File: config.mk
export PLATFORM = sky130hd
export DESIGN_NAME = ls_arbiter
export DESIGN_NICKNAME = d
export VERILOG_FILES = /design/src/rtl/ls_arb_pkg.sv /design/src/rtl/ls_refill_seq.sv /design/src/rtl/ls_arbiter.sv
export SDC_FILE = /design/constraint.sdc
export NUM_CORES = 1
export LEC_CHECK = 0
export BUFFER_PORTS_ARGS = -buffer_cell sky130_fd_sc_hd__buf_4
export CAP_MARGIN = 20
export CELL_PAD_IN_SITES_DETAIL_PLACEMENT = 0
export CELL_PAD_IN_SITES_GLOBAL_PLACEMENT = 1
export CORE_AREA = 2 2 383 385
export CTS_CLUSTER_SIZE = 14
export DETAILED_ROUTE_END_ITERATION = 8
export DIE_AREA = 0 0 385 387
export HOLD_SLACK_MARGIN = 0.03
export PLACE_DENSITY = 0.36
export SETUP_SLACK_MARGIN = 0.05
export SYNTH_ARGS = -nofsm -noshare
export SYNTH_HDL_FRONTEND = slang
export SYNTH_SLANG_ARGS = --single-unit
File: constraint.sdc
create_clock -name clk -period 2.71 [get_ports clk]
set_input_delay 0.271 -clock clk [delete_from_list [all_inputs] [get_ports clk]]
set_output_delay 0.271 -clock clk [all_outputs]
set_load 0.03 [all_outputs]
File: src/rtl/ls_arb_pkg.sv
// Shared types and constants for the local-store arbiter and its refill sequencer.
package ls_arb_pkg;

  localparam int QW_BITS = 128;
  localparam int QW_OFF  = 4;

  typedef enum logic [1:0] {
    OWN_NONE,
    OWN_DMA,
    OWN_LS,
    OWN_RF
  } owner_e;

  typedef enum logic [1:0] {
    RF_IDLE,
    RF_FILL,
    RF_DRAIN
  } rf_state_e;

endpackage

File: src/rtl/ls_refill_seq.sv
// Icache line-refill sequencer: FSM, issue counter, beat ordering and starvation counter.
// Define LS_ARB_CWF_EN to issue the line critical-word-first instead of from quadword 0.
module ls_refill_seq
  import ls_arb_pkg::*;
#(
  parameter int ADDR_W     = 18,
  parameter int LINE_QW    = 4,
  parameter int STARVE_MAX = 8
) (
  input  logic                             clk,
  input  logic                             reset,
  input  logic                             rf_req,
  input  logic [ADDR_W-1:0]                rf_addr,
  input  logic                             rf_abort,
  input  logic                             rf_gnt,
  output logic                             rf_want,
  output logic [ADDR_W-QW_OFF-1:0]         rf_qaddr,
  output logic                             starving,
  output logic                             in_drain,
  output logic [$clog2(LINE_QW)-1:0]       ret_beat
);

  localparam int BEAT_W = $clog2(LINE_QW);
  localparam int LINE_W = ADDR_W - QW_OFF - BEAT_W;
  localparam int STV_W  = $clog2(STARVE_MAX + 1);
  localparam logic [STV_W-1:0]  STV_LIMIT = STV_W'(STARVE_MAX);
  localparam logic [BEAT_W-1:0] LAST_ISSUE = BEAT_W'(LINE_QW - 1);

  rf_state_e          state;
  logic [LINE_W-1:0]  line_q;
  logic [BEAT_W-1:0]  start_q;
  logic [BEAT_W-1:0]  issue_cnt;
  logic [BEAT_W-1:0]  cur_beat;
  logic [STV_W-1:0]   starve_cnt;
  logic               unused_low_addr;

  // Beat index wraps naturally within the line because it is exactly BEAT_W bits wide.
  assign cur_beat        = start_q + issue_cnt;
  assign rf_qaddr        = {line_q, cur_beat};
  assign rf_want         = (state == RF_FILL) && !rf_abort;
  assign starving        = (starve_cnt == STV_LIMIT);
  assign in_drain        = (state == RF_DRAIN);
  assign unused_low_addr = ^rf_addr[QW_OFF+BEAT_W-1:0];

  // NOTE: all state in this clocked block uses non-blocking assignments so every
  // register samples the pre-edge values of its neighbours.
  always_ff @(posedge clk) begin
    if (reset) begin
      state      <= RF_IDLE;
      line_q     <= '0;
      start_q    <= '0;
      issue_cnt  <= '0;
      starve_cnt <= '0;
      ret_beat   <= '0;
    end else if (rf_abort) begin
      state      <= RF_IDLE;
      issue_cnt  <= '0;
      starve_cnt <= '0;
    end else begin
      case (state)
        RF_IDLE: begin
          starve_cnt <= '0;
          if (rf_req) begin
            state     <= RF_FILL;
            line_q    <= rf_addr[ADDR_W-1 -: LINE_W];
            issue_cnt <= '0;
`ifdef LS_ARB_CWF_EN
            start_q   <= rf_addr[QW_OFF +: BEAT_W];
`else
            start_q   <= '0;
`endif
          end
        end
        RF_FILL: begin
          if (rf_gnt) begin
            starve_cnt <= '0;
            issue_cnt  <= issue_cnt + 1'b1;
            ret_beat   <= cur_beat;
            if (issue_cnt == LAST_ISSUE) state <= RF_DRAIN;
          end else if (!starving) begin
            starve_cnt <= starve_cnt + 1'b1;
          end
        end
        RF_DRAIN: begin
          // The last read was issued one cycle ago, so its data returns now.
          state      <= RF_IDLE;
          starve_cnt <= '0;
        end
        default: state <= RF_IDLE;
      endcase
    end
  end

endmodule

File: src/rtl/ls_arbiter.sv
// Single-port local-store arbiter for DMA, LSU and icache refill, with a refill sequencer.
// Define LS_ARB_CWF_EN to enable critical-word-first line refill.
module ls_arbiter
  import ls_arb_pkg::*;
#(
  parameter int ADDR_W     = 18,
  parameter int LINE_QW    = 4,
  parameter int STARVE_MAX = 8
) (
  input  logic                        clk,
  input  logic                        reset,
  input  logic                        dma_req,
  input  logic                        dma_we,
  input  logic [ADDR_W-1:0]           dma_addr,
  input  logic [QW_BITS-1:0]          dma_wdata,
  output logic                        dma_gnt,
  output logic                        dma_rvalid,
  output logic [QW_BITS-1:0]          dma_rdata,
  input  logic                        ls_req,
  input  logic                        ls_we,
  input  logic [ADDR_W-1:0]           ls_addr,
  input  logic [QW_BITS-1:0]          ls_wdata,
  output logic                        ls_gnt,
  output logic                        ls_rvalid,
  output logic [QW_BITS-1:0]          ls_rdata,
  input  logic                        rf_req,
  input  logic [ADDR_W-1:0]           rf_addr,
  input  logic                        rf_abort,
  output logic                        rf_valid,
  output logic [$clog2(LINE_QW)-1:0]  rf_beat,
  output logic [QW_BITS-1:0]          rf_data,
  output logic                        rf_done,
  output logic                        mem_en,
  output logic                        mem_we,
  output logic [ADDR_W-QW_OFF-1:0]    mem_addr,
  output logic [QW_BITS-1:0]          mem_wdata,
  input  logic [QW_BITS-1:0]          mem_rdata
);

  logic                        rf_want;
  logic                        rf_gnt;
  logic                        starving;
  logic                        in_drain;
  logic [ADDR_W-QW_OFF-1:0]    rf_qaddr;
  logic [$clog2(LINE_QW)-1:0]  ret_beat;
  owner_e                      owner_d;
  owner_e                      owner_q;
  logic                        unused_low_addr;

  assign unused_low_addr = ^{dma_addr[QW_OFF-1:0], ls_addr[QW_OFF-1:0]};

  ls_refill_seq #(
    .ADDR_W     (ADDR_W),
    .LINE_QW    (LINE_QW),
    .STARVE_MAX (STARVE_MAX)
  ) u_refill_seq (
    .clk      (clk),
    .reset    (reset),
    .rf_req   (rf_req),
    .rf_addr  (rf_addr),
    .rf_abort (rf_abort),
    .rf_gnt   (rf_gnt),
    .rf_want  (rf_want),
    .rf_qaddr (rf_qaddr),
    .starving (starving),
    .in_drain (in_drain),
    .ret_beat (ret_beat)
  );

  // NOTE: every output of this block gets a default first, so no path leaves one
  // unassigned and no latch is inferred.
  always_comb begin
    dma_gnt   = 1'b0;
    ls_gnt    = 1'b0;
    rf_gnt    = 1'b0;
    mem_we    = 1'b0;
    mem_addr  = '0;
    mem_wdata = '0;
    owner_d   = OWN_NONE;
    if (!reset) begin
      if (rf_want && starving) rf_gnt  = 1'b1;
      else if (dma_req)        dma_gnt = 1'b1;
      else if (ls_req)         ls_gnt  = 1'b1;
      else if (rf_want)        rf_gnt  = 1'b1;
    end
    if (dma_gnt) begin
      mem_we    = dma_we;
      mem_addr  = dma_addr[ADDR_W-1:QW_OFF];
      mem_wdata = dma_wdata;
      owner_d   = dma_we ? OWN_NONE : OWN_DMA;
    end else if (ls_gnt) begin
      mem_we    = ls_we;
      mem_addr  = ls_addr[ADDR_W-1:QW_OFF];
      mem_wdata = ls_wdata;
      owner_d   = ls_we ? OWN_NONE : OWN_LS;
    end else if (rf_gnt) begin
      mem_addr  = rf_qaddr;
      owner_d   = OWN_RF;
    end
    mem_en = dma_gnt | ls_gnt | rf_gnt;
  end

  always_ff @(posedge clk) begin
    if (reset) owner_q <= OWN_NONE;
    else       owner_q <= owner_d;
  end

  // An abort in the return cycle drops the refill beat; reset drops any return.
  assign dma_rvalid = !reset && (owner_q == OWN_DMA);
  assign ls_rvalid  = !reset && (owner_q == OWN_LS);
  assign rf_valid   = !reset && (owner_q == OWN_RF) && !rf_abort;
  assign rf_done    = rf_valid && in_drain;
  assign rf_beat    = rf_valid ? ret_beat : '0;
  assign dma_rdata  = dma_rvalid ? mem_rdata : '0;
  assign ls_rdata   = ls_rvalid  ? mem_rdata : '0;
  assign rf_data    = rf_valid   ? mem_rdata : '0;

endmodule

### Word level (Yosys, flattened, before mapping)

Cells that the tools add are included.

| word-level totals | value |
|---|---|
| register bits after elaboration | 24 |
| input port bits | 446 |
| output and inout port bits | 536 |

| operators by class | value |
|---|---|
| add/sub/neg operators | 2 |
| equal/unequal tests | 11 |
| mux-type cells | 38 |
| bitwise logic cells | 3 |
| reduce and logical (&&, ||, !) cells | 19 |

Operator list:

| cell | number |
|---|---|
| $mux W128 | 5 |
| $mux W14 | 3 |
| $mux W2 | 10 |
| $mux W1 | 15 |
| $reduce_and A3 Y1 | 4 |
| $eq A2 B2 Y1 const B | 4 |
| $mux W4 | 2 |
| $pmux W2 S2 | 2 |
| $pmux W4 S2 | 1 |
| $logic_and A1 B1 Y1 | 7 |
| $ne A2 B2 Y1 const B | 3 |
| $add A4 B1 Y4 const B | 1 |
| $eq A2 B1 Y1 const B | 2 |
| $eq A4 B4 Y1 const B | 1 |
| $reduce_bool A2 Y1 | 2 |
| $reduce_or A2 Y1 | 2 |
| $ne A3 B3 Y1 const B | 1 |
| $add A2 B1 Y2 const B | 1 |
| $logic_not A1 Y1 | 2 |
| $logic_not A2 Y1 | 1 |
| $or A1 B1 Y1 | 2 |
| $reduce_and A2 Y1 | 1 |
| $not A1 Y1 | 1 |

### Longest topological paths before layout

Gate-level depths: netlist of the first run.

| logic depth | value |
|---|---|
| word-level depth | 10 |
| mapped depth | 7 |
| depth with buffers taken out | 5 |

### Hierarchy

From an unflattened synthesis of the first run, not the netlist that was laid out.

| second synthesis, totals | value |
|---|---|
| cells, all modules | 755 |
| area total of the unflattened synthesis | 5311.3 um^2 |

Modules (own cells, without submodules):

| module | instances | cells each | area each (um^2) |
|---|---|---|---|
| ls_arbiter | 1 | 641 | 4340.4 |
| ls_refill_seq | 1 | 114 | 970.9 |

### Worst setup path before layout of the first run

Ideal clock, no wire load.

| timing path | value |
|---|---|
| path kind | flip-flop to output port |
| start | register u_refill_seq.starve_cnt[0] |
| end | output mem_wdata[119] |
| arrival time | 1950 ps |
| data required time | 2439 ps |
| path slack | 489 ps |
| stages on the path, launching flop included | 7 |
| path through | dfxtp_1 > inv_1 > ha_1 > and2_1 > a21oi_2 > clkbuf_1 > a22o_1 |

RTL lines:

| item | line | RTL |
|---|---|---|
| from (decl) | ls_refill_seq.sv:34 | `logic [STV_W-1:0] starve_cnt;` |
| from (signal assigned) | ls_refill_seq.sv:81 | `starve_cnt <= starve_cnt + 1'b1;` |
| $eq A4 B4 Y1 | ls_refill_seq.sv:41 | `assign starving = (starve_cnt == STV_LIMIT);` |
| $logic_and A1 B1 Y1 | ls_arbiter.sv:81 | `if (rf_want && starving) rf_gnt = 1'b1;` |
| $mux W1 | ls_arbiter.sv:81 |  |
| $mux W1 | ls_arbiter.sv:80 | `if (!reset) begin` |
| via dma_gnt | ls_arbiter.sv:16 | `output logic dma_gnt,` |
| $mux W128 | ls_arbiter.sv:86 | `if (dma_gnt) begin` |
| to (decl) | ls_arbiter.sv:36 | `output logic [QW_BITS-1:0] mem_wdata,` |

The timed path passes the listed nets, and every way through them passes these cells.

### Worst setup path after layout of the first run

| timing path | value |
|---|---|
| start | register u_refill_seq.starve_cnt[0] |
| end | output mem_wdata[34] |

| on the way | value |
|---|---|
| cells in the longest elaborated chain, start to end | 6 |

Ends and longest elaborated chain:

| item | line | RTL |
|---|---|---|
| $eq A4 B4 Y1 * | ls_refill_seq.sv:41 |  |
| $logic_and A1 B1 Y1 * | ls_arbiter.sv:81 |  |
| $mux W1 | ls_arbiter.sv:81 |  |
| $mux W1 | ls_arbiter.sv:80 |  |
| $mux W128 | ls_arbiter.sv:91 | `end else if (ls_gnt) begin` |
| $mux W128 * | ls_arbiter.sv:86 |  |

Every way passes the cells marked *; elsewhere a longest branch is shown, timed or not.

==> results of run 1 <==
==> layer usage <==
metal	GRT usage [%]	vias to the layer above	part of all wire, %
met5	0	-	0.034
met4	1.009	4	1.1
met3	4.096	29	12
met2	16.59	566	47
met1	11.44	4434	40
li1	-	4462	-
==> timing repair <==
item | CTS | global route
resized for setup | 19 | 15
pin swaps | 1 | 3
endpoints found under the setup margin | 40 | 65
endpoints found under the hold margin | 0 | 0
cloned | 1 | 3
buffers inserted | 4 | 5
==> path summary, 6_finish.rpt <==
path                            cells past startpoint  slack [ps]                        from                      to
worst min register to register                      2         460      u_refill_seq.line_q[0]  u_refill_seq.line_q[0]
worst max register to register                      7         870  u_refill_seq.starve_cnt[2]              owner_q[0]
worst max-delay path                                9          90  u_refill_seq.starve_cnt[0]           mem_wdata[34]
worst min-delay path                                3         250                 rf_addr[10]  u_refill_seq.line_q[4]
==> cell families after synthesis <==
group	after synthesis	synth area share [%]
flops	24	9.162
compound gates	184	29.92
simple gates	447	52.68
buf+inv	88	7.111
fa+ha+maj	3	0.7159
mux	2	0.4056
==> sequential cells by signal (all words and copies together) (netlist names) <==
register and cells:
owner_q 2, u_refill_seq.issue_cnt 2, u_refill_seq.line_q 12, u_refill_seq.ret_beat 2, u_refill_seq.starve_cnt 4, u_refill_seq.state 2
==> critical path, stage by stage (launching register included) <==
cell	delay, ps
dfxtp_2	370
inv_1	50
ha_1	190
and2_2	240
a21oi_4	170
buf_12	150
buf_12	110
bufbuf_16	280
a22o_1	280
buf_4	210
==> layout by cell type, fill, tap and decap left out, types with 2 or more instances in the layout <==
master,netlist,final
o21bai_1,2,2
nand4_1,2,2
a221o_1,2,2
a22o_2,0,11
buf_16,0,2
o2bb2ai_2,7,7
ha_1,3,3
or4b_1,2,2
a21oi_1,16,16
buf_4,1,997
nand3_1,3,3
clkbuf_16,0,6
o2bb2ai_1,5,5
nand2_1,28,28
nor3b_2,0,2
inv_1,6,6
and2_1,388,387
nor2_1,4,4
dfxtp_1,24,23
a21o_1,3,3
buf_6,2,16
diode_2,0,4
a21oi_4,0,2
a211oi_1,2,2
a22oi_1,12,12
a22o_1,129,115
buf_12,0,11
a22o_4,0,3
nand2b_1,3,3
or3b_2,2,2
==> power by group through the flow <==
stage / combinational (W) / clock (W) / sequential, W
final: 0.00189 / 0.000376 / 0.000370
after global routing: 0.00201 / 0.000403 / 0.000372
after CTS: 0.00191 / 0.000388 / 0.000371
after detailed placement: 0.00187 / 0 / 0.000379
after global placement: 0.00188 / 0 / 0.000379
after floorplan: 0.000678 / 0 / 0.000377
==> layout make-up <==
type	instances	area (um^2)	share of cell area, %
Inverter	6	22.52	0.1451
Multi-Input combinational cell	636	4468	28.79
Timing Repair Buffer	1030	8048	51.86
Antenna cell	4	10.01	0.06451
Tap cell	1917	2399	15.46
Clock buffer	4	88.84	0.5725
Sequential cell	24	481.7	3.104
==> through the flow <==
step | cell area, um^2 | utilization, % | setup WS (ps) | cells
2_1_floorplan | 5244 | - | 488.6 | 748
3_3_place_gp | 15080 | 10.41 | 272.6 | 3600
3_5_place_dp | 15080 | 10.41 | 261.8 | 3600
4_1_cts | 15320 | 10.58 | 36.44 | 3609
5_1_grt | 15510 | 10.70 | 5.163 | 3617
6_report | 15520 | 10.71 | 86.76 | 3621
==> flow_summary.ini, run 1 <==
[synthesis]
syn_area_per_cell_um2 = 7.010
synth_top_area_cell = and2_1
yosysMostFrequentCell = and2_1
ys_top_cells_by_count = 388 x and2_1, 129 x a22o_1, 60 x clkbuf_1
synth_top_area_share_pct = 46.29
synth_cells = 748
ys_types = 42
synth_area_um2 = 5244
synthesis.nets = 1197
synth.area.top_cells = and2_1 46%, a22o_1 22%, dfxtp_1 9.2%
async_reset_ff_share_pct = 0
synth_warnings = 0
ys_seq_area_share_pct = 9.162
synth-seq-cells = 24
synth_edf_count = 0
ys.flop_type = dfxtp_1

[placement]
port_buffers = 967
gp_congestion = 0.7771
hpwl_um = 70070

[route]
post_drt_wl_per_cell_um = 21.63
drt.antenna.violating_nets = 0
drtIter0Drc = 313
firstDrtPassIters = 4
viasPerCell = 2.622
routed_wl_um = 78320
drcViolationCount = 0
via_count = 9495

[floorplanning]
ios = 982
die_h_um = 387
dieArea_um2 = 149000
die_x_um = 385
start_util_pct = 3.620
fp.coreArea_um2 = 144900
num_rows = 140

[worst_setup_path]
crit_arrival_ps = 2350
critPathKind = register to primary output
critPathMaxFanout = 15
crit_required_ps = 2440
worstSetupStartpointType = register
endpoint_kind = primary output

[timing]
setup_violations = 0
finalMaxSlewViolations = 0
timing.fmax_ghz = 0.3812
period_needed_ps = 2623
hold_violations = 0
setup-tns-final_ps = 0
holdWs_ps = 245.0
period_share_pct = 96.80
tightest_slew_ps = 747.4
rsz0062_at_grt = yes
clock_skew_ps = 12.02
max-slew-margin-rel_pct = 50.17

[status]
outcome = finished, final reports clean

[clocking]
path_clk_slew_ps = 80
cts-htree-levels = 1
root_buffer = clkbuf_16
clockBufferDepth = 2
clk_latency_ps = 270
cts.sinks = 24
numCtsBuffers = 3
postCtsHoldBufs = 0
cts_tree = built

[power_and_ir_drop]
switching_share_pct = 45.22
p_total_w = 0.002638
p_seq_share_pct = 14.0
worst_ir_drop_vdd_mv = 0.1539
powerDensity_nw_per_um2 = 170.0
internal_power_w = 0.001445
combPwrFrac_pct = 71.7
p_leak_nw = 7.528
clkPwrFrac_pct = 14.2
switchingPower_w = 0.001193

[global_route]
grt_start_max_net_pins = 98
grt_pass1_vias = 9857
grt_usage_pct = 9.665
antenna_found_initial = 12
grt_pass1_wl_um = 96590
overflow = 0

[layout]
nets = 2150
drive_above_1_share_pct = 63.00
synthToLayoutAreaGrowth_pct = 195.9
fill_cells = 16980

[flow_run]
drv_cap = 0

[hold_path]
hold_path_class = primary input to register
No activity file was read; power rests on OpenSTA's default activity.
==> run 2, diff against run 1 <==
- ABC_AREA: unset -> 1
- CORE_AREA: 2 2 383 385 -> 2 2 384 386
- DIE_AREA: 0 0 385 387 -> 0 0 386 388
- PLACE_DENSITY: 0.36 -> 0.38
==> run 2 against run 1 <==
  * Final cell count is 12% higher
  * Global-route usage about the same
  * Critical path depth rose by 2
  * Via count grew 13%
  * Critical endpoint is now mem_wdata[77]
  * Largest power group unchanged
==> flow_summary.ini, run 2 <==
[layout]
synthToLayoutAreaGrowth_pct = 191.8
drive_above_1_share_pct = 49.34
top_register = u_refill_seq.line_q
layout_commonest_cell = buf_4
fill_cells = 17300
post-route-util_pct = 10.44
largest_register_ffs = 12
nets = 2586
layout.cells.non_filler = 4058
seq_area_um2 = 481.7
largestRegisters = u_refill_seq.line_q x12, u_refill_seq.starve_cnt x4
multiInputGateArea_um2 = 3637
layout_common_cells = 1016 x buf_4, 445 x nand2_1, 416 x nor2_1

[timing]
rsz0062_at_grt = yes
fin_ws_ps = 173.9
setup_violations = 0
max-slew-margin-rel_pct = 57.30
period_share_pct = 93.58
finalMaxSlewViolations = 0
holdWs_ps = 215.8
timing.fmax_ghz = 0.3943
tightest_slew_ps = 638.7
hold_violations = 0
setup-tns-final_ps = 0
period_needed_ps = 2536
clock_skew_ps = 4.153

[synthesis]
synth_edf_count = 0
synth_area_um2 = 5197
synth_top_area_cell = nand2_1
ys_types = 26
ys.flop_type = dfxtp_1
ys_seq_area_share_pct = 9.244
synth_cells = 1180
async_reset_ff_share_pct = 0
synth.area.top_cells = nand2_1 32%, nor2_1 30%, inv_1 10%
synthesis.nets = 1629
ys_top_cells_by_count = 447 x nand2_1, 417 x nor2_1, 142 x inv_1
synth-seq-cells = 24
syn_area_per_cell_um2 = 4.405
synth_top_area_share_pct = 32.28
synth_warnings = 0
yosysMostFrequentCell = nand2_1

[power_and_ir_drop]
worst_ir_drop_vdd_mv = 0.2100
p_leak_nw = 8.584
powerDensity_nw_per_um2 = 177.9

[hold_path]
hp-start = dma_we
hold_path_class = primary input to register

[worst_setup_path]
crit_required_ps = 2440
startpoint = u_refill_seq.starve_cnt[0]
endpoint_kind = primary output
critPathMaxFanout = 19
critPathKind = register to primary output
crit_arrival_ps = 2270
worstSetupStartpointType = register
r2r_start = u_refill_seq.state[0]

[route]
routed_wl_um = 78080
post_drt_wl_per_cell_um = 19.24
drtIter0Drc = 434
drt.antenna.violating_nets = 0
drcViolationCount = 0
via_count = 10690
firstDrtPassIters = 5
viasPerCell = 2.634

[floorplanning]
start_util_pct = 3.579
ios = 982
die_h_um = 388
fp.coreArea_um2 = 145200
num_rows = 140
die_x_um = 386
dieArea_um2 = 149800

[placement]
port_buffers = 967
hpwl_um = 70360
pre_cts_slack_ps = 342.2
gp_congestion = 0.7691
post-place-cells = 4043

[global_route]
grt.met3_usage_pct = 2.383
grt_util_met1_pct = 11.43
grt_usage_pct = 9.633
grt_start_max_net_pins = 52
grt_pass1_vias = 10560
grt_pass1_wl_um = 97010
antenna_found_initial = 17
met2_usage_pct = 17.76
overflow = 0
top_usage_layer = met2

[status]
outcome = finished, final reports clean

[clocking]
cts.sinks = 24
clk_latency_ps = 280
numCtsBuffers = 3
path_clk_slew_ps = 80
cts_tree = built
postCtsHoldBufs = 0
root_buffer = clkbuf_16
cts-htree-levels = 1
clockBufferDepth = 2

[flow_run]
drv_cap = 0
==> run 2: cell count changes in the layout (fill, tap and decap cells not counted), moves of 5 or more <==
cell / before / now
o2bb2ai_1: 5 / 0
o2bb2ai_2: 7 / 0
a22o_1: 115 / 0
buf_4: 997 / 1016
nand2_1: 28 / 445
o21ai_0: 1 / 15
inv_1: 6 / 140
nor2_1: 4 / 416
and2_1: 387 / 0
a22o_2: 11 / 0
buf_6: 16 / 1
a22oi_1: 12 / 0
a21oi_1: 16 / 4
nand3_1: 3 / 26
==> run 2: timing repair <==
item | CTS | global route
buffers inserted | 0 | 4
setup endpoints to repair | 21 | 63
endpoints found under the hold margin | 0 | 0
cloned | 0 | 2
resized for setup | 6 | 6
==> run 2: layout make-up <==
class / count / share of cell area (%)
repair buffers: 1030 / 52.24
multi-input cells: 929 / 23.98
well taps: 1917 / 15.81
inverters: 149 / 4.009
flip-flops and latches: 24 / 3.176
clock buffers: 3 / 0.4950
clock inverters: 1 / 0.1980
diodes: 5 / 0.08249
==> run 2: final timing paths <==
path                                    to  slack (ps)  cells past startpoint
setup / recovery             mem_wdata[77]         170                     11
hold / removal                  owner_q[0]         220                      2
setup reg to reg    u_refill_seq.line_q[1]         760                      6
hold reg to reg   u_refill_seq.ret_beat[0]         470                      2
==> run 2: kinds of logic (layout without fill, tap and decap cells) <==
logic type               count (synthesis)  count (layout)  synth area share [%]
XOR/XNOR                                 1               1                0.1685
adder cells (fa/ha/maj)                  3               3                0.7223
flip-flops                              24              24                 9.244
AND/OR/NAND/NOR                        904             904                 66.85
buffers and inverters                  227            1183                 20.92
AO/OA/AOI/OAI                           21              21                 2.094
other                                    0               5                     0
==> run 2: per-layer routing <==
metal / wire [um] / vias to the layer above
li1: - / 5306
met1: 31990 / 4833
met2: 39740 / 501
met3: 5490 / 35
met4: 748 / 14
met5: 104 / -
==> run 2: critical path, cell delays in order, from the launching register on <==
cell,delay [ps]
dfxtp_2,370
inv_1,70
ha_1,210
nand2_1,80
nor2_2,50
nand3_2,100
nand2_2,90
bufinv_16,280
buf_16,190
nand2_1,70
nand2_1,240
buf_4,220
==> run 2: metrics by stage <==
stage,area (um^2),power (W)
after global placement,14910,0.002269
after detailed placement,14910,0.002265
after floorplan,5197,0.001123
final,15170,0.002698
after CTS,15060,0.002748
after global routing,15160,0.002855
==> run 2: power by group <==
group | internal, W | switching (W) | leakage, nW
Combinational | 0.000771 | 0.00109 | 8.34
Clock | 0.000295 | 0.000167 | 0.0511
Sequential | 0.000368 | 0.00000896 | 0.197
Total | 0.00143 | 0.00126 | 8.58
==> run 3, diff against run 2 <==
- BUFFER_PORTS_ARGS: -buffer_cell sky130_fd_sc_hd__buf_4 -> unset
- CORE_AREA: 2 2 384 386 -> 2 2 385 387
- DIE_AREA: 0 0 386 388 -> 0 0 387 389
- DONT_BUFFER_PORTS: unset -> 1
- PLACE_DENSITY: 0.38 -> 0.3
==> run 3 against run 2 <==
  * Setup slack gained 66 ps
  * Fmax grew 2.7%
  * Critical path depth shrank 1
  * Sequential cell count is the same
  * Worst hold slack lost 110 ps
  * Global-route usage shrank 3.0 points
  * Routed wire length shrank 30%
  * Die area grew 0.52%
  * Critical path type unchanged
  * Largest cell class is now multi-input combinational cells
==> flow_summary.ini, run 3 (synthesized netlist as in run 2, its figures left out) <==
[clocking]
cts.sinks = 24
cts_tree = built
numCtsBuffers = 3
clk_latency_ps = 270
cts-htree-levels = 1
path_clk_slew_ps = 70
clockBufferDepth = 2
root_buffer = clkbuf_16

[flow_run]
drv_cap = 0

[power_and_ir_drop]
p_total_w = 0.001910
p_leak_nw = 5.615
powerDensity_nw_per_um2 = 178.3
worst_ir_drop_vdd_mv = 0.3175

[status]
outcome = finished, final reports clean

[timing]
setup_violations = 0
setup-tns-final_ps = 0
tightest_slew_ps = 691.3
max-slew-margin-rel_pct = 53.91
rsz0062_at_grt = no
hold_violations = 0
clock_skew_ps = 2.935
period_share_pct = 91.16
finalMaxSlewViolations = 0
period_needed_ps = 2470
holdWs_ps = 108.5
timing.fmax_ghz = 0.4048

[placement]
gp_congestion = 0.9619
port_buffers = 0
hpwl_um = 48860
placed_area_um2 = 10580

[layout]
post-route-util_pct = 7.308
drive_above_1_share_pct = 29.48
fin_area_um2 = 10710
layout_common_cells = 445 x nand2_1, 415 x nor2_1, 401 x buf_4
synthToLayoutAreaGrowth_pct = 106.1
nets = 1980
largestRegisters = u_refill_seq.line_q x12, u_refill_seq.starve_cnt x4
top_register = u_refill_seq.line_q
layout_commonest_cell = nand2_1
largest_register_ffs = 12

[floorplanning]
dieArea_um2 = 150500
die_x_um = 387
die_h_um = 389
num_rows = 141
ios = 982
fp.coreArea_um2 = 146600
start_util_pct = 3.545

[route]
post_drt_wl_per_cell_um = 15.68
drtIter0Drc = 404
firstDrtPassIters = 5
drt.antenna.violating_nets = 0
drcViolationCount = 0
routed_wl_um = 54330
viasPerCell = 2.475
via_count = 8575

[global_route]
grt_pass1_wl_um = 69280
grt_usage_pct = 6.611
grt_start_max_net_pins = 109
antenna_found_initial = 21
grt_pass1_vias = 7956
overflow = 0

[worst_setup_path]
critPathKind = register to primary output
crit_required_ps = 2440
endpoint_kind = primary output
crit_arrival_ps = 2200
worstSetupStartpointType = register
critPathMaxFanout = 51

[hold_path]
hold_path_class = primary input to register
[run 3: cell types whose count changed in the layout (fill, tap and decap cells not counted), sizes merged]
cell    change
clkinv      -1
buf       -604
inv         +2
bufinv      -1
clkbuf      -2
[run 3: final timing paths]
| kind | slack [ps] | cells past startpoint | endpoint | from |
|---|---|---|---|---|
| hold reg to reg | 470 | 2 | u_refill_seq.ret_beat[1] | u_refill_seq.ret_beat[1] |
| setup / recovery | 240 | 10 | mem_wdata[3] | u_refill_seq.starve_cnt[0] |
| hold / removal | 110 | 1 | owner_q[1] | ls_we |
| setup reg to reg | 1140 | 8 | u_refill_seq.ret_beat[1] | u_refill_seq.starve_cnt[0] |
[run 3: what timing repair did]
item / in CTS / in global routing
setup buffers: 0 / 0
hold buffers: 0 / 0
resized for setup: 0 / 5
endpoints found under the setup margin: 0 / 55
[run 3: cell type report]
| cell class | count | area [um^2] |
|---|---|---|
| Sequential cell | 24 | 480.5 |
| Inverter | 149 | 576.8 |
| Tap cell | 1930 | 2415 |
| Antenna cell | 5 | 12.51 |
| Fill cell | 17570 | 135900 |
| Clock inverter | 1 | 30.03 |
| Timing Repair Buffer | 424 | 3470 |
| Clock buffer | 3 | 75.07 |
| Multi-Input combinational cell | 929 | 3655 |
[run 3: power by group]
part	switching, W	internal, W	leakage [nW]
registers	0.00000858	0.000368	0.196
logic	0.000850	0.000227	5.37
clock network	0.000162	0.000295	0.0511
[run 3: worst max-delay path, cell delays in order (launching register included)]
cell     delay [ps]
dfxtp_1         390
inv_1            70
ha_1            210
nand2_1          70
nor2_1           50
nand3_2          90
nand2_2         110
inv_6           190
buf_12          260
nand2_1          80
nand2_1         350
[run 3: through the flow]
step,std cells,worst slack [ps]
after floorplan,1180,442.5
after global placement,3456,395.1
after detailed placement,3456,422.2
after CTS,3460,99.74
after global routing,3464,66.99
final,3465,239.6
[run 3: routing by layer]
layer,GRT usage (%),part of all wire [%],up-vias
met1,7.671,40,3872
met3,2.148,8.5,54
met2,11.83,49,546
met5,0,0.17,-
li1,-,-,4089
met4,1.234,1.7,14
